`src/rtl/playback_sequencer_if.sv`:
```
// Bundle between the playback sequencer and its board/ROM/tone-generator side.
// master = sequencer, slave = environment that owns buttons, mode select and song ROM.
interface playback_sequencer_if #(
    parameter int unsigned ADDR_W = 10,
    parameter int unsigned DUR_W  = 8
);
    logic              btn_prev;
    logic              btn_pause;
    logic              btn_next;
    logic              play_en;
    logic [ADDR_W-1:0] rom_addr;
    logic [4:0]        rom_note;
    logic [DUR_W-1:0]  rom_dur;
    logic [4:0]        note;
    logic [1:0]        song_num;
    logic              paused;
    logic              playing;
    logic              song_done;

    modport master (
        input  btn_prev, btn_pause, btn_next, play_en, rom_note, rom_dur,
        output rom_addr, note, song_num, paused, playing, song_done
    );

    modport slave (
        output btn_prev, btn_pause, btn_next, play_en, rom_note, rom_dur,
        input  rom_addr, note, song_num, paused, playing, song_done
    );
endinterface

```
`src/rtl/playback_sequencer.sv`:
```
// Song-playback controller: debounced prev/pause/next, song select, timed note stepping.
// Optional PLAYBACK_AUTO_NEXT_EN: on end of song advance to the next song and keep playing.
module playback_sequencer #(
    parameter int unsigned NUM_SONGS = 3,
    parameter int unsigned ADDR_W    = 10,
    parameter int unsigned DUR_W     = 8,
    parameter int unsigned BEAT_CYC  = 2_500_000,
    parameter int unsigned GAP_CYC   = 5_000_000,
    parameter int unsigned DB_CYC    = 1_000_000
) (
    input  logic                  clk,
    input  logic                  rst,
    playback_sequencer_if.master  bus
);
    localparam int unsigned IDX_W   = ADDR_W - 2;
    localparam int unsigned CNT_MAX = (BEAT_CYC > GAP_CYC) ? BEAT_CYC : GAP_CYC;
    localparam int unsigned CNT_W   = $clog2(CNT_MAX + 1);
    localparam int unsigned DB_W    = $clog2(DB_CYC + 1);
    localparam logic [1:0]  LAST_SONG = 2'(NUM_SONGS - 1);

    typedef enum logic [2:0] {S_IDLE, S_FETCH, S_WAIT, S_PLAY, S_GAP, S_DONE} state_t;

    // Button conditioning, bit order {next, pause, prev}
    logic [2:0]      raw, sync1, sync2, db_lvl, db_lvl_q, press;
    logic [DB_W-1:0] db_cnt [3];

    assign raw = {bus.btn_next, bus.btn_pause, bus.btn_prev};

    always_ff @(posedge clk or posedge rst) begin
        if (rst) begin
            sync1    <= '0;
            sync2    <= '0;
            db_lvl   <= '0;
            db_lvl_q <= '0;
            press    <= '0;
            for (int i = 0; i < 3; i++) db_cnt[i] <= '0;
        end else begin
            sync1    <= raw;
            sync2    <= sync1;
            db_lvl_q <= db_lvl;
            press    <= db_lvl & ~db_lvl_q;
            for (int i = 0; i < 3; i++) begin
                if (sync2[i] == db_lvl[i]) begin
                    db_cnt[i] <= '0;
                end else if (db_cnt[i] == DB_W'(DB_CYC - 1)) begin
                    db_lvl[i] <= sync2[i];
                    db_cnt[i] <= '0;
                end else begin
                    db_cnt[i] <= db_cnt[i] + DB_W'(1);
                end
            end
        end
    end

    state_t           state, state_nxt;
    logic [IDX_W-1:0] idx, idx_nxt;
    logic [DUR_W-1:0] dur_cnt, dur_nxt;
    logic [CNT_W-1:0] cyc_cnt, cyc_nxt;
    logic [4:0]       held_note, held_nxt;
    logic [4:0]       note_r, note_nxt;
    logic [1:0]       song_sel, song_nxt;
    logic             paused_r, paused_nxt;
    logic             playing_r, playing_nxt;
    logic             done_r, done_nxt;

    always_ff @(posedge clk or posedge rst) begin
        if (rst) begin
            state     <= S_IDLE;
            idx       <= '0;
            dur_cnt   <= '0;
            cyc_cnt   <= '0;
            held_note <= '0;
            note_r    <= '0;
            song_sel  <= '0;
            paused_r  <= 1'b0;
            playing_r <= 1'b0;
            done_r    <= 1'b0;
        end else begin
            state     <= state_nxt;
            idx       <= idx_nxt;
            dur_cnt   <= dur_nxt;
            cyc_cnt   <= cyc_nxt;
            held_note <= held_nxt;
            note_r    <= note_nxt;
            song_sel  <= song_nxt;
            paused_r  <= paused_nxt;
            playing_r <= playing_nxt;
            done_r    <= done_nxt;
        end
    end

    // Sequencing, then overrides in rising priority: end-of-song, song change, mode off
    always_comb begin
        state_nxt   = state;
        idx_nxt     = idx;
        dur_nxt     = dur_cnt;
        cyc_nxt     = cyc_cnt;
        held_nxt    = held_note;
        song_nxt    = song_sel;
        paused_nxt  = paused_r;
        done_nxt    = 1'b0;
        note_nxt    = '0;
        playing_nxt = 1'b0;

        if (bus.play_en && press[1]) paused_nxt = ~paused_r;

        case (state)
            S_IDLE:  if (bus.play_en && !paused_r) state_nxt = S_FETCH;
            S_FETCH: state_nxt = S_WAIT;
            S_WAIT: begin
                if (bus.rom_dur == '0) begin
                    state_nxt = S_DONE;
                end else begin
                    held_nxt  = bus.rom_note;
                    dur_nxt   = bus.rom_dur;
                    cyc_nxt   = '0;
                    state_nxt = S_PLAY;
                end
            end
            S_PLAY: begin
                if (!paused_r) begin
                    if (cyc_cnt == CNT_W'(BEAT_CYC - 1)) begin
                        cyc_nxt = '0;
                        if (dur_cnt == DUR_W'(1)) begin
                            dur_nxt   = '0;
                            state_nxt = S_GAP;
                        end else begin
                            dur_nxt = dur_cnt - DUR_W'(1);
                        end
                    end else begin
                        cyc_nxt = cyc_cnt + CNT_W'(1);
                    end
                end
            end
            S_GAP: begin
                if (!paused_r) begin
                    if (cyc_cnt == CNT_W'(GAP_CYC - 1)) begin
                        cyc_nxt = '0;
                        if (&idx) begin
                            state_nxt = S_DONE;
                        end else begin
                            idx_nxt   = idx + IDX_W'(1);
                            state_nxt = S_FETCH;
                        end
                    end else begin
                        cyc_nxt = cyc_cnt + CNT_W'(1);
                    end
                end
            end
            S_DONE:  state_nxt = S_DONE;
            default: state_nxt = S_IDLE;
        endcase

        if (state_nxt == S_DONE && state != S_DONE) begin
            done_nxt = 1'b1;
`ifdef PLAYBACK_AUTO_NEXT_EN
            song_nxt  = (song_sel == LAST_SONG) ? 2'd0 : song_sel + 2'd1;
            idx_nxt   = '0;
            state_nxt = S_FETCH;
`endif
        end

        // Simultaneous prev+next cancels; change is relative to the registered song
        if (press[2] ^ press[0]) begin
            if (press[2]) song_nxt = (song_sel == LAST_SONG) ? 2'd0 : song_sel + 2'd1;
            else          song_nxt = (song_sel == 2'd0) ? LAST_SONG : song_sel - 2'd1;
            idx_nxt   = '0;
            dur_nxt   = '0;
            cyc_nxt   = '0;
            held_nxt  = '0;
            done_nxt  = 1'b0;
            state_nxt = S_IDLE;
        end

        if (!bus.play_en) begin
            state_nxt  = S_IDLE;
            idx_nxt    = '0;
            dur_nxt    = '0;
            cyc_nxt    = '0;
            paused_nxt = 1'b0;
            done_nxt   = 1'b0;
        end

        note_nxt    = (state_nxt == S_PLAY && !paused_nxt) ? held_nxt : 5'd0;
        playing_nxt = (state_nxt inside {S_FETCH, S_WAIT, S_PLAY, S_GAP}) && !paused_nxt;
    end

    assign bus.rom_addr  = {song_sel, idx};
    assign bus.note      = note_r;
    assign bus.song_num  = song_sel;
    assign bus.paused    = paused_r;
    assign bus.playing   = playing_r;
    assign bus.song_done = done_r;
endmodule

```
`src/flat_wrapper.sv`:
```
// flat-port wrapper written by rule: the top's interface ports become plain ports
module playback_sequencer_flat 
#(
    parameter int unsigned NUM_SONGS = 3,
    parameter int unsigned ADDR_W    = 10,
    parameter int unsigned DUR_W     = 8,
    parameter int unsigned BEAT_CYC  = 2_500_000,
    parameter int unsigned GAP_CYC   = 5_000_000,
    parameter int unsigned DB_CYC    = 1_000_000
)
  (clk, rst, bus_btn_prev, bus_btn_pause, bus_btn_next, bus_play_en, bus_rom_note, bus_rom_dur, bus_rom_addr, bus_note, bus_song_num, bus_paused, bus_playing, bus_song_done);
  playback_sequencer_if #(.ADDR_W(ADDR_W), .DUR_W(DUR_W)) bus_i ();
  input  logic clk;
  input  logic rst;
  input wire logic [$bits(bus_i.btn_prev)-1:0] bus_btn_prev;
  input wire logic [$bits(bus_i.btn_pause)-1:0] bus_btn_pause;
  input wire logic [$bits(bus_i.btn_next)-1:0] bus_btn_next;
  input wire logic [$bits(bus_i.play_en)-1:0] bus_play_en;
  input wire logic [$bits(bus_i.rom_note)-1:0] bus_rom_note;
  input wire logic [$bits(bus_i.rom_dur)-1:0] bus_rom_dur;
  output wire logic [$bits(bus_i.rom_addr)-1:0] bus_rom_addr;
  output wire logic [$bits(bus_i.note)-1:0] bus_note;
  output wire logic [$bits(bus_i.song_num)-1:0] bus_song_num;
  output wire logic [$bits(bus_i.paused)-1:0] bus_paused;
  output wire logic [$bits(bus_i.playing)-1:0] bus_playing;
  output wire logic [$bits(bus_i.song_done)-1:0] bus_song_done;
  assign bus_i.btn_prev = bus_btn_prev;
  assign bus_i.btn_pause = bus_btn_pause;
  assign bus_i.btn_next = bus_btn_next;
  assign bus_i.play_en = bus_play_en;
  assign bus_i.rom_note = bus_rom_note;
  assign bus_i.rom_dur = bus_rom_dur;
  assign bus_rom_addr = bus_i.rom_addr;
  assign bus_note = bus_i.note;
  assign bus_song_num = bus_i.song_num;
  assign bus_paused = bus_i.paused;
  assign bus_playing = bus_i.playing;
  assign bus_song_done = bus_i.song_done;
  playback_sequencer #(.NUM_SONGS(NUM_SONGS), .ADDR_W(ADDR_W), .DUR_W(DUR_W), .BEAT_CYC(BEAT_CYC), .GAP_CYC(GAP_CYC), .DB_CYC(DB_CYC)) u_core (.clk(clk), .rst(rst), .bus(bus_i));
endmodule
```
`config.mk`:
```
export PLATFORM = sky130hd
export DESIGN_NAME = playback_sequencer_flat
export DESIGN_NICKNAME = d
export VERILOG_FILES = /design/src/rtl/playback_sequencer_if.sv /design/src/rtl/playback_sequencer.sv /design/src/flat_wrapper.sv
export SDC_FILE = /design/constraint.sdc
export NUM_CORES = 1
export LEC_CHECK = 0
export CORE_UTILIZATION = 39
export DETAILED_ROUTE_END_ITERATION = 6
export GPL_TIMING_DRIVEN = 0
export SETUP_SLACK_MARGIN = 0.05
export SYNTH_ARGS = -nofsm -noshare
export SYNTH_HDL_FRONTEND = slang
export SYNTH_SLANG_ARGS = --single-unit
```
`constraint.sdc`:
```
create_clock -name clk -period 5.59 [get_ports clk]
set_input_delay 0.559 -clock clk [delete_from_list [all_inputs] [get_ports clk]]
set_output_delay 0.559 -clock clk [all_outputs]
set_load 0.02 [all_outputs]
```
### Word-level counts from Yosys, hierarchy flattened

Cells that the tools add are included.

* bits in registers: 132
* input bits: 19

* reductions and logical operators: 18
* multiplexer cells: 50
* $add $sub $neg: 8
* bitwise gates (word level): 7
* equality and inequality tests: 31

Operators with widths (number)
* $mux 23: 7
* $mux 20: 6
* $mux 8: 12
* $pmux 23 s3: 1
* $add 20x1->20 const B: 3
* $eq 20x20->1 const B: 3
* $mux 3: 10
* $add 23x1->23 const B: 1
* $eq 23x22->1 const B: 1
* $eq 23x23->1 const B: 1
* $mux 5: 4
* $pmux 3 s6: 1
* $pmux 8 s2: 1
* $eq 3x2->1 const B: 4
* $eq 3x3->1 const B: 4
* $ne 4x4->1 const B: 3
* $reduce_and 4->1: 3
* $ne 3x3->1 const B: 3
* $add 8x1->8 const B: 1
* $eq 8x1->1 const B: 1
* $logic_not 8->1: 1
* $reduce_and 8->1: 1
* $sub 8x1->8 const B: 1
* $eq 3x1->1 const B: 2
* other kinds (20): 39

### Depth between registers and ports, before layout

Gate-level depths: netlist of run 1.

* word-level depth: 10
* mapped depth: 8

### Least setup slack after synthesis of run 1

OpenSTA, ideal clock, no wires.

* path type: register to register
* start: reg u_core.cyc_cnt[11]
* end: reg u_core.cyc_cnt[10]
* clock period less this slack: 2390 ps
* data required time: 5469 ps
* stages on the path, launching flop included: 8
* arrival: 2269 ps
* slack: 3200 ps
* cell sequence: dfrtp_1 > or4b_4 > or4_4 > o31ai_4 > a21o_2 > nor2_2 > buf_6 > a22o_1

* longest elaborated chain between the ends: 6
* elaborated cells between the ends (all ways): 9
* those cells by class: 2 x eq/ne; 7 x mux

Ends and longest elaborated chain
* from (decl): RTL line playback_sequencer.sv:58 `logic [CNT_W-1:0] cyc_cnt, cyc_nxt;`
* from (signal assigned): RTL line playback_sequencer.sv:82 `cyc_cnt <= cyc_nxt;`
* $eq 23x23->1 / $eq 23x22->1 (equally long branches): RTL line playback_sequencer.sv:137, playback_sequencer.sv:122
* $mux 23, on equally long branches: RTL line playback_sequencer.sv:137, playback_sequencer.sv:122
* $mux 23, on equally long branches: RTL line playback_sequencer.sv:136, playback_sequencer.sv:121
* $pmux 23 s3 (*): RTL line playback_sequencer.sv:107 `case (state)`
* $mux 23 (*): RTL line playback_sequencer.sv:164 `if (press[2] ^ press[0]) begin`
* $mux 23 (*): RTL line playback_sequencer.sv:175 `if (!bus.play_en) begin`

Mark *: on every way between the ends. The rest lies on a longest branch, timed or not. The select of a mux whose other input is x is not followed.
A chain may end at the register's enable or synchronous reset.

### Final worst setup path of run 1

* start: reg u_core.cyc_cnt[15]
* end: reg u_core.note_r[0] (netlist: u_core.bus.note[0])

* longest elaborated chain between the ends: 9
* elaborated cells between the ends (all ways): 12
* those cells by class: 3 x eq/ne; 8 x mux; 1 x reduce/logical

Ends and longest elaborated chain
* $eq 23x23->1 / $eq 23x22->1 (equally long branches): RTL line playback_sequencer.sv:137, playback_sequencer.sv:122
* $mux 3, on equally long branches: RTL line playback_sequencer.sv:137, playback_sequencer.sv:122
* $mux 3, on equally long branches: RTL line playback_sequencer.sv:136, playback_sequencer.sv:121
* $pmux 3 s6 (*): RTL line playback_sequencer.sv:107
* $mux 3 (*): RTL line playback_sequencer.sv:164
* $mux 3 (*): RTL line playback_sequencer.sv:175
* $eq 3x2->1 (*): RTL line playback_sequencer.sv:184 `note_nxt = (state_nxt == S_PLAY && !paused_nxt) ? held_nxt : 5'd0;`
* $logic_and 1x1->1 (*): RTL line playback_sequencer.sv:184
* $mux 5 (*): RTL line playback_sequencer.sv:184
* named net u_core.note_nxt[0]: RTL line playback_sequencer.sv:60 `logic [4:0] note_r, note_nxt;`
* to (signal assigned): RTL line playback_sequencer.sv:84 `note_r <= note_nxt;`
* to (decl): RTL line playback_sequencer.sv:60

Mark *: on every way through the listed nets, which the timed path passes. The rest lies on a longest branch.

==> run summary, run 1 <==
Outcome
- finished clean — run status

Synthesis
- 49.6% — sequential cell area fraction in the yosys report
- 8.54% — post-synthesis xor/xnor area fraction
- sky130_fd_sc_hd__dfrtp_1 — Primary FF master, synth
- 9.66 um^2 — average cell area after synthesis
- 132 — total of flip-flops plus latches after synthesis
- 1.88% — share of synthesized cell area in full adder, half adder and majority cells
- 0.00666 mm^2 — total standard cell area after synthesis
- 10.3% — synthesized-area fraction occupied by ao, oa, aoi and oai cells
- simple AND/OR/NAND/NOR gates — dominant combinational cell family by area after synthesis
- sky130_fd_sc_hd__dfrtp_1 — leading area contributor after synthesis
- 25.5% — share of synthesized cell area in and, or, nand and nor gates
- sky130_fd_sc_hd__dfrtp_1 (50%), sky130_fd_sc_hd__nor2_1 (6.4%), sky130_fd_sc_hd__xnor2_1 (4.5%), sky130_fd_sc_hd__xor2_1 (4.1%), sky130_fd_sc_hd__nand3_1 (3.5%) — top area cells in the synthesized netlist
- 719 — syn_nets
- 49.6% — area share of the largest cell type after synthesis
- 0 — Yosys warnings
- 100% — async set-or-reset flop fraction in the synthesized netlist
- 1.73% — post-synthesis mux area share
- 690 — cell count after synthesis
- 57 — unique cell type count in the Yosys netlist
- 0 — count of flip-flops with a built-in enable after synthesis

CTS
- 4 — H-tree depth reported by CTS
- 0.06 ns — clock-pin slew reported for the worst setup and hold paths after clock tree synthesis
- yes — clock tree from TritonCTS
- sky130_fd_sc_hd__clkbuf_16 — CTS root buffer
- 0 — count of buffers added by post-CTS timing repair for setup
- 2 — largest buffer count on any clock path
- 17 — Num CTS Buffers
- 0.42 ns — clock insertion delay at the later pin of the skew report
- 0 — CTS Hold Bufs
- 132 — total number of clock tree sinks
- 0 — count of instances resized after the clock tree is built

Timing
- 0.732 ns — Least-Margin Pin Slew
- 0 — final number of setup-violating endpoints
- 0 — final number of hold-violating endpoints
- 0 — max-slew violation count
- 0 ns — Total Negative Setup Slacks
- no — RSZ-0062 raised after global routing
- 50.9% — relative max-transition margin
- 0.00595 ns — worst setup skew after layout
- 52.6% — ratio of final minimum period to clock period
- 0.340 GHz — Fmax
- 0.348 ns — worst hold margin
- 2.94 ns — crit path time final

GRT
- 5212 — number of global-route vias before repair
- 25.3 mm — first-pass GRT wire length
- 0 — number of antenna violations at the first check in global routing
- 0 — overflow left after global routing
- 17.9% — All-Layer GR Usage
- 88 — pin count of the biggest net entering global routing

Pwr
- 291 mW/mm^2 — power per cell area
- 0.219 mV — largest vdd supply drop
- 50.2% — Clk network pwr share
- 0.00340 uW — Static Leakage
- 1800 uW — cell-internal power
- 6.8% — proportion of power drawn by combinational gates
- 43.0% — share of power burned in registers
- 22.6% — fraction of power spent switching nets
- 526 uW — switching power summed over all nets

Finish
- 19.6% — layout-stage area growth over the synthesis result
- sky130_fd_sc_hd__dfrtp_1 (132), sky130_fd_sc_hd__nor2_1 (113), sky130_fd_sc_hd__nand2_1 (55) — highest-count cells in the layout ignoring fill and taps
- 7.64% — fraction of layout cells with a size suffix above 1
- 47.9% — Post-Route Utilization
- 1541 — number of filler instances in the final layout
- sky130_fd_sc_hd__dfrtp_1 — most frequent standard cell in the layout excluding fill and tap cells
- 0 — number of antenna cells inserted
- 777 — final net count

Floorplanning
- 39 — IO Pins
- 0.0166 mm^2 — Placeable Area
- 0.0176 mm^2 — area of the die
- 40.0% — starting density of the core
- 47 — number of rows in the core area
- 133 um — die boundary width
- 133 um — Die Ht

Route
- 14.4 mm — final routed wirelength across all metal layers
- 5180 — total number of vias
- 14.7 um — average routed wire per standard cell
- 0 — DR DRC count
- 5.29 — via density per instance
- 0 — antenna violation net count after detailed routing
- 5 — count of TritonRoute iterations in the first routing pass
- 259 — 1st-iter DRT viols

Placement
- 10.0 mm — HPWL reported at the end of detailed placement
- 0.859 — Placer Congestion
- 38 — Buffers on Ports

Critical path
- 5.88 ns — Req. time, crit path
- 3.22 ns — critical path arrival
- flip-flop — crit start category
- 10 — maximum fanout along the worst path
- flip-flop — nature of the critical path endpoint
- reg -> reg — category of the most critical setup path

Flow run
- 0 — number of max-cap violations

Worst hold path
- reg -> reg — kind of path behind the tightest hold check

==> power groups by stage <==
stage | Combinational (uW) | Clock [uW] | Sequential (uW)
floorplan | 102 | 0 | 1020
global placement | 152 | 0 | 1020
detailed placement | 159 | 0 | 1020
CTS | 160 | 1190 | 998
global route | 181 | 1240 | 1000
finish | 158 | 1170 | 999
==> critical path: stages, from the launching register on <==
cell	delay, ns
sky130_fd_sc_hd__dfrtp_1	0.36
sky130_fd_sc_hd__clkbuf_1	0.18
sky130_fd_sc_hd__nor4_1	0.48
sky130_fd_sc_hd__nor3b_1	0.36
sky130_fd_sc_hd__nand4b_1	0.44
sky130_fd_sc_hd__o211ai_1	0.34
sky130_fd_sc_hd__nand3_1	0.27
sky130_fd_sc_hd__nor3_1	0.37
==> metrics by stage <==
step	power, uW	instance area, um^2	worst slack, ns	instances
4_1_cts	2350	7970	2.61	979
2_1_floorplan	1120	6660	1.50	690
5_1_grt	2420	7970	2.35	979
3_3_place_gp	1170	7320	-0.337	948
3_5_place_dp	1170	7350	2.33	949
6_report	2320	7970	2.65	979
==> cells by family (layout without fill, tap and decap cells) <==
kind of cell	Yosys count	after routing
muxes	11	11
adders and majority gates	10	10
and+or+nand+nor	340	340
buffers and inverters	39	108
AOI/OAI and AO/OA	93	93
DFF	132	132
xor gates and xnor gates	65	65
==> area by class of cell <==
class / count / area, um^2 / share of cell area, %
sequential: 132 / 3300 / 41.4
inverter: 19 / 76.3 / 0.957
clock buffer: 18 / 439 / 5.51
multi-input combinational: 519 / 3190 / 40.0
clock inverter: 12 / 181 / 2.28
buffer: 20 / 97.6 / 1.22
tap: 220 / 275 / 3.45
timing repair buffer: 39 / 408 / 5.12
==> path summary, 6_finish.rpt <==
check	from	end	slack, ns	cells after the start
worst max-delay path	u_core.cyc_cnt[15]$_DFFE_PP0P_	u_core.bus.note[0]$_DFF_PP0_	2.65	7
max in group asynchronous	rst	u_core.bus.note[4]$_DFF_PP0_	4.28	3
worst min-delay path	u_core.sync1[0]$_DFF_PP0_	u_core.sync2[0]$_DFF_PP0_	0.35	0
min in group asynchronous	rst	u_core.db_cnt[42]$_DFF_PP0_	0.53	2
worst max register to register	u_core.cyc_cnt[15]$_DFFE_PP0P_	u_core.bus.note[0]$_DFF_PP0_	2.65	7
worst min register to register	u_core.sync1[0]$_DFF_PP0_	u_core.sync2[0]$_DFF_PP0_	0.35	0
==> synthesized netlist by cell type, types with 2 or more instances <==
cell                       instances
sky130_fd_sc_hd__nand2_1          55
sky130_fd_sc_hd__and2_1            3
sky130_fd_sc_hd__a22o_1           18
sky130_fd_sc_hd__o41ai_1           2
sky130_fd_sc_hd__nor3_1           23
sky130_fd_sc_hd__buf_6             2
sky130_fd_sc_hd__xor2_1           31
sky130_fd_sc_hd__a21o_1           13
sky130_fd_sc_hd__buf_4             2
sky130_fd_sc_hd__and3_1           15
sky130_fd_sc_hd__nor2b_1          10
sky130_fd_sc_hd__o31ai_1           2
sky130_fd_sc_hd__buf_1             2
sky130_fd_sc_hd__nor2_1          113
sky130_fd_sc_hd__ha_1             10
sky130_fd_sc_hd__nor4_1           14
sky130_fd_sc_hd__clkbuf_1         14
sky130_fd_sc_hd__nand4b_1          2
sky130_fd_sc_hd__nand4_1          16
sky130_fd_sc_hd__xnor2_1          34
sky130_fd_sc_hd__or3_1             4
sky130_fd_sc_hd__nand3_1          46
sky130_fd_sc_hd__nand3b_1          3
sky130_fd_sc_hd__nor4b_1           4
sky130_fd_sc_hd__a211o_1           2
sky130_fd_sc_hd__mux2i_1           7
sky130_fd_sc_hd__and4_1            6
sky130_fd_sc_hd__o21ai_0          25
sky130_fd_sc_hd__inv_1            19
sky130_fd_sc_hd__nand2b_1          8
sky130_fd_sc_hd__o211ai_1          6
sky130_fd_sc_hd__o211a_1           2
sky130_fd_sc_hd__or2_2             6
sky130_fd_sc_hd__dfrtp_1         132
sky130_fd_sc_hd__or4bb_1           2
sky130_fd_sc_hd__a21oi_1          10
sky130_fd_sc_hd__nor3b_1           2
sky130_fd_sc_hd__a211oi_1          3
sky130_fd_sc_hd__mux2_2            4
==> layer usage <==
layer  track usage, %  part of all wire, %  vias to the layer above
met5                0                    0                        -
met4             6.00                  1.7                        0
met3             5.25                  4.7                       23
met2             28.7                   46                      108
met1             23.2                   47                     2515
li1                 -                    -                     2534
==> sequential cells by signal, summed over array words and instances (netlist names), 2 cells and up <==
register             flops
u_core.db_cnt           60
u_core.cyc_cnt          23
u_core.dur_cnt           8
u_core.idx               8
u_core.bus.note          5
u_core.held_note         5
u_core.db_lvl            3
u_core.db_lvl_q          3
u_core.press             3
u_core.state             3
u_core.sync1             3
u_core.sync2             3
u_core.bus.song_num      2
Note: power is estimated with default switching activity, not from simulation.
==> inputs of run 2 (changes only) <==
- clock period: 5.59 -> 2.6 ns (I/O delays scaled with it)
==> run 2 against run 1 <==
Effect of this change:
- cell area up 2.6%
- power is 110% higher
- highest routed layer unchanged
- largest cell class unchanged
- non-clock buffer count is 17 higher
==> run summary, run 2 (synthesis gave the netlist of run 1 again) <==
Route
- 14.9 mm — final routed wirelength across all metal layers, +3.2%
- 5 — count of TritonRoute iterations in the first routing pass, unchanged
- 14.9 um — average routed wire per standard cell, +1.2%
- 395 — 1st-iter DRT viols, +53%
- 5.29 — via density per instance, about the same
- 0 — antenna violation net count after detailed routing, unchanged
- 0 — DR DRC count, unchanged
- 5282 — total number of vias, +2.0%

Finish
- 22.7% — layout-stage area growth over the synthesis result
- 60 — number of flip-flops under the largest register name, unchanged
- 795 — final net count, +2.3%
- u_core.db_cnt — register bank with the most flops
- sky130_fd_sc_hd__dfrtp_1 — most frequent standard cell in the layout excluding fill and tap cells
- 12.3% — fraction of layout cells with a size suffix above 1, +4.7 points
- u_core.db_cnt (60), u_core.cyc_cnt (23) — largest registers in the final layout
- 1501 — number of filler instances in the final layout, -2.6%
- 49.1% — Post-Route Utilization, +1.2 points
- sky130_fd_sc_hd__dfrtp_1 (130), sky130_fd_sc_hd__nor2_1 (111), sky130_fd_sc_hd__nand2_1 (55) — highest-count cells in the layout ignoring fill and taps
- 0 — number of antenna cells inserted, unchanged
- 0.00331 mm^2 — Seq. cell area, about the same
- 0.00327 mm^2 — total area of multi-input combinational cells, +2.4%

Floorplanning
- 0.0166 mm^2 — Placeable Area, unchanged
- 133 um — die boundary width, unchanged
- 40.0% — starting density of the core, unchanged
- 0.0176 mm^2 — area of the die, unchanged
- 47 — number of rows in the core area, unchanged
- 39 — IO Pins, unchanged
- 133 um — Die Ht, unchanged

Timing
- 0.400 GHz — Fmax, +17%
- 0.281 ns — worst hold margin, -0.0674 ns
- 2.50 ns — crit path time final, -0.435 ns
- 0 — final number of hold-violating endpoints, unchanged
- 0 — final number of setup-violating endpoints, unchanged
- 96.2% — ratio of final minimum period to clock period, +44 points
- 0.716 ns — Least-Margin Pin Slew, -0.0155 ns
- 0 — max-slew violation count, unchanged
- yes — RSZ-0062 raised after global routing
- 52.1% — relative max-transition margin, +1.2 points
- 0.00938 ns — worst setup skew after layout, +0.00342 ns

CTS
- 0 — CTS Hold Bufs, unchanged
- 0.06 ns — clock-pin slew reported for the worst setup and hold paths after clock tree synthesis, about the same
- sky130_fd_sc_hd__clkbuf_16 — CTS root buffer
- 132 — total number of clock tree sinks, unchanged
- 2 — largest buffer count on any clock path, unchanged
- 4 — H-tree depth reported by CTS, unchanged
- 17 — Num CTS Buffers, unchanged
- yes — clock tree from TritonCTS
- 0.42 ns — clock insertion delay at the later pin of the skew report, about the same

GRT
- 0 — overflow left after global routing, unchanged
- 0 — number of antenna violations at the first check in global routing, unchanged
- met2 — most crowded layer after global routing
- 23.8% — met1 track demand over resource in global routing, +0.59 points
- 25.9 mm — first-pass GRT wire length, +2.4%
- 44 — pin count of the biggest net entering global routing, -50%
- 4.44% — met3 Resource Use GR, -0.80 points
- 29.7% — met2 track demand over resource, +0.99 points
- 5448 — number of global-route vias before repair, +4.5%
- 18.4% — All-Layer GR Usage, +0.50 points

Critical path
- 2.79 ns — critical path arrival, -0.43 ns
- 0.1 ns — flop-to-flop setup slack, -2.55 ns
- reg -> reg — category of the most critical setup path
- flip-flop — crit start category
- 6 — depth of the worst register-to-register path, -1
- u_core.bus.note[1]$_DFF_PP0_ — capturing point of the worst reg2reg path
- flip-flop — nature of the critical path endpoint
- u_core.cyc_cnt[7]$_DFFE_PP0P_ — source of the worst register-to-register timing path
- 6 — maximum fanout along the worst path, -4
- 2.89 ns — Req. time, crit path, -2.99 ns

Pwr
- 595 mW/mm^2 — power per cell area, +100%
- 0.563 mV — largest vdd supply drop, +160%
- 0.00350 uW — Static Leakage, +3.0%

Worst hold path
- 1 — hold path depth, +1
- bus_btn_next — hold_sp
- u_core.sync1[2]$_DFF_PP0_ — endpoint of the worst hold path
- in -> reg — kind of path behind the tightest hold check

Placement
- 9.98 mm — HPWL reported at the end of detailed placement, -0.49%
- 38 — Buffers on Ports, unchanged
- 0.845 — Placer Congestion, -1.7%

Outcome
- finished clean — run status

Flow run
- 0 — number of max-cap violations, unchanged

==> run 2: changes by cell type in the layout (fill, tap and decap cells not counted), sizes merged <==
cell / change
bufinv: -2
clkbuf: -1
inv: -1
a21oi: +1
clkinv: +3
clkinvlp: +1
buf: +19
==> run 2: how the worst max path moves through the flow <==
stage	from	endpoint	cells after the start
final	u_core.cyc_cnt[7]$_DFFE_PP0P_	u_core.bus.note[1]$_DFF_PP0_	6
after global routing	u_core.cyc_cnt[7]$_DFFE_PP0P_	u_core.bus.note[1]$_DFF_PP0_	6
after CTS	u_core.press[2]$_DFF_PP0_	u_core.cyc_cnt[7]$_DFFE_PP0P_	7
after detailed placement	bus_rom_dur[1]	u_core.bus.note[1]$_DFF_PP0_	8
after global placement	rst	u_core.idx[4]$_DFFE_PP0P_	2
after floorplan	u_core.cyc_cnt[11]$_DFFE_PP0P_	u_core.cyc_cnt[8]$_DFFE_PP0P_	7
==> run 2: worst max-delay path, cell delays in order, from the launching register on <==
cell	delay, ns
sky130_fd_sc_hd__dfrtp_1	0.45
sky130_fd_sc_hd__or4bb_1	0.58
sky130_fd_sc_hd__nor4_2	0.33
sky130_fd_sc_hd__nand4b_1	0.19
sky130_fd_sc_hd__o211ai_1	0.21
sky130_fd_sc_hd__nand3_2	0.24
sky130_fd_sc_hd__nor3_1	0.37
==> run 2: power by group <==
group	switching, uW	total [uW]	internal, uW
logic	221	362	142
clock network	904	2360	1450
registers	32.7	2150	2120
total	1160	4870	3710
==> run 2: final cells by class <==
type	instances	share of cell area, %
flip-flops and latches	132	40.4
clock inverters	13	1.62
multi-input cells	520	40.0
well taps	220	3.37
inverters	19	0.918
plain buffers	18	1.21
clock buffers	19	5.54
repair buffers	58	6.96
==> run 2: repair_timing <==
item / CTS / global route
resized for setup: 10 / 18
pin swaps: 7 / 3
gates cloned: 3 / 0
buffers inserted: 14 / 1
endpoints found under the setup margin: 31 / 66
==> run 2: layer usage <==
layer	routed length [um]	share of wire [%]	vias to the layer above
met5	0	0	-
met4	231	1.6	0
met3	695	4.7	20
met2	7150	48	129
met1	6820	46	2560
li1	-	-	2573
==> run 2: through the flow <==
stage	setup WS, ns	area (um^2)	std cells	setup TNS [ns]	power (uW)
finish	0.0979	8180	999	0	4870
global route	0.0293	8180	999	0	5070
detailed placement	-0.374	7380	951	-5.60	2530
floorplan	0.210	6670	690	0	2400
global placement	-0.492	7320	948	-68.98	2510
CTS	0.00906	8130	1000	0	4910
==> inputs of run 3 (changes only) <==
- REMOVE_ABC_BUFFERS: unset -> 1
==> run 3 against run 2 <==
Effect of this change:
- clock skew down 0.0015 ns
- clock power fell by 6%
- flip-flop and latch count unchanged
- highest routed layer unchanged
- largest power group unchanged
- sequential power about the same
- combinational power down 2%
==> run summary, run 3 (synthesis gave the netlist of run 1 again) <==
Outcome
- finished clean — run status

Placement
- -0.487 ns — setup slack at placement, -0.113 ns
- 0.892 — Placer Congestion, +5.6%
- 931 — number of cells in the design after placement, -2.1%
- 9.44 mm — HPWL reported at the end of detailed placement, -5.4%
- 38 — Buffers on Ports, unchanged

Route
- 5145 — total number of vias, -2.6%
- 5.27 — via density per instance, -0.40%
- 0 — DR DRC count, unchanged
- 6.67 mm — metal1 wirelength, -2.2%
- 0 — antenna violation net count after detailed routing, unchanged
- 6.58 mm — met2 wire length, -7.9%
- 14.0 mm — final routed wirelength across all metal layers, -5.7%
- met4 — highest layer used for signal routing
- 367 — 1st-iter DRT viols, -7.1%
- 14.4 um — average routed wire per standard cell, -3.5%
- 616 um — sum of met3 wire segment lengths after detailed routing, -11%
- 6 — count of TritonRoute iterations in the first routing pass, +1

Pwr
- 0.00340 uW — Static Leakage, -3.0%
- 0.486 mV — largest vdd supply drop, -14%
- 47.0% — Clk network pwr share, -1.4 points
- 7.5% — proportion of power drawn by combinational gates, about the same
- 4730 uW — overall power of the completed layout, -2.9%
- 45.5% — share of power burned in registers, +1.4 points
- 1230 uW — switching power summed over all nets, +6.1%
- 26.0% — fraction of power spent switching nets, +2.2 points
- 3500 uW — cell-internal power, -5.8%
- 588 mW/mm^2 — power per cell area, -1.2%

Worst hold path
- in -> async — kind of path behind the tightest hold check

GRT
- 24.4 mm — first-pass GRT wire length, -5.6%
- 0 — number of antenna violations at the first check in global routing, unchanged
- 5150 — number of global-route vias before repair, -5.5%
- 101 — pin count of the biggest net entering global routing, +130%
- 17.2% — All-Layer GR Usage, -1.2 points
- 0 — overflow left after global routing, unchanged

Finish
- 977 — final std cells w/o fill, -2.2%
- 48.3% — Post-Route Utilization, -0.84 points
- 20.6% — layout-stage area growth over the synthesis result
- 773 — final net count, -2.8%
- sky130_fd_sc_hd__dfrtp_1 (130), sky130_fd_sc_hd__nor2_1 (113), sky130_fd_sc_hd__nand2_1 (55) — highest-count cells in the layout ignoring fill and taps
- 0.00329 mm^2 — total area of multi-input combinational cells, +0.65%
- 1541 — number of filler instances in the final layout, +2.7%
- 60 — number of flip-flops under the largest register name, unchanged
- 0.00331 mm^2 — Seq. cell area, unchanged
- sky130_fd_sc_hd__dfrtp_1 — most frequent standard cell in the layout excluding fill and tap cells
- 10.6% — fraction of layout cells with a size suffix above 1, -1.8 points
- u_core.db_cnt (60), u_core.cyc_cnt (23) — largest registers in the final layout
- u_core.db_cnt — register bank with the most flops
- 0 — number of antenna cells inserted, unchanged

Floorplanning
- 0.0176 mm^2 — area of the die, unchanged
- 39 — IO Pins, unchanged
- 133 um — die boundary width, unchanged
- 133 um — Die Ht, unchanged
- 47 — number of rows in the core area, unchanged
- 40.0% — starting density of the core, unchanged
- 0.0166 mm^2 — Placeable Area, unchanged

Timing
- 2.50 ns — crit path time final, -0.000496 ns
- 0 — final number of hold-violating endpoints, unchanged
- 0.400 GHz — Fmax, about the same
- yes — RSZ-0062 raised after global routing
- 0.694 ns — Least-Margin Pin Slew, -0.0220 ns
- 96.2% — ratio of final minimum period to clock period, about the same
- 53.3% — relative max-transition margin, +1.1 points
- 0.00792 ns — worst setup skew after layout, -0.00146 ns
- 0 — max-slew violation count, unchanged
- 0.0983 ns — minimum setup slack in the final design, +0.000496 ns
- 0 — final number of setup-violating endpoints, unchanged

Critical path
- simple AND/OR/NAND/NOR gates — family with the most delay on the worst path
- or4b_4 -> or4_4 -> o31ai_4 -> a21oi_4 -> a21o_1 -> a22o_1 — critical-path cell list
- reg -> reg — category of the most critical setup path
- 0.56 ns — delay of the slowest cell on the worst path, -0.02 ns
- flip-flop — crit start category
- 2.91 ns — Req. time, crit path, +0.02 ns
- 18 — maximum fanout along the worst path, +12
- flip-flop — nature of the critical path endpoint
- 0 — CP bufs+invs, unchanged
- sky130_fd_sc_hd__or4b_4 — slowest stage cell on the critical path
- 2.81 ns — critical path arrival, +0.02 ns

CTS
- 0.42 ns — clock insertion delay at the later pin of the skew report, about the same
- yes — clock tree from TritonCTS
- 2 — largest buffer count on any clock path, unchanged
- sky130_fd_sc_hd__clkbuf_16 — CTS root buffer
- 0.06 ns — clock-pin slew reported for the worst setup and hold paths after clock tree synthesis, about the same
- 4 — H-tree depth reported by CTS, unchanged
- 17 — Num CTS Buffers, unchanged
- 132 — total number of clock tree sinks, unchanged

Flow run
- 0 — number of max-cap violations, unchanged

-- run 3: cell type report --
| class | count | share of cell area, % |
|---|---|---|
| repair buffers | 54 | 6.77 |
| inverters | 19 | 0.949 |
| clock inverters | 14 | 1.46 |
| well taps | 220 | 3.42 |
| multi-input cells | 520 | 40.9 |
| flip-flops and latches | 132 | 41.1 |
| clock buffers | 18 | 5.34 |
-- run 3: final timing paths --
kind	slack, ns	cells past startpoint	start	end
hold reg to reg	0.35	0	u_core.sync1[2]$_DFF_PP0_	u_core.sync2[2]$_DFF_PP0_
setup reg to reg	0.1	6	u_core.cyc_cnt[11]$_DFFE_PP0P_	u_core.cyc_cnt[6]$_DFFE_PP0P_
hold / removal	0.19	2	rst	u_core.sync1[0]$_DFF_PP0_
max in group asynchronous	1.64	3	rst	u_core.cyc_cnt[13]$_DFFE_PP0P_
setup / recovery	0.1	6	u_core.cyc_cnt[11]$_DFFE_PP0P_	u_core.cyc_cnt[6]$_DFFE_PP0P_
min in group clk	0.27	1	bus_btn_prev	u_core.sync1[0]$_DFF_PP0_
-- run 3: power by group through the flow --
stage	logic [uW]	registers (uW)	clock network [uW]
finish	354	2150	2220
global route	397	2160	2370
CTS	353	2150	2280
detailed placement	346	2190	0
global placement	320	2180	0
floorplan	212	2190	0
-- run 3: what timing repair did --
action	CTS	global route
pin swaps	3	8
resized for setup	8	8
buffers inserted	2	11
setup endpoints to repair	36	35
gates cloned	0	1
hold buffers	0	0
-- run 3: stage by stage --
step,cell area [um^2],hold WS [ns],setup TNS [ns]
floorplan,6570,0.291,-158.32
global placement,7220,0.333,-441.94
detailed placement,7300,0.338,-8.67
CTS,7920,0.183,0
global route,8040,0.211,0
finish,8040,0.185,0
-- run 3: routing by layer --
metal  global-route usage [%]  up-vias
met5                        0        -
met4                     6.83        0
li1                         -     2522
met1                     22.5     2509
met3                     4.25       15
met2                     27.4       99
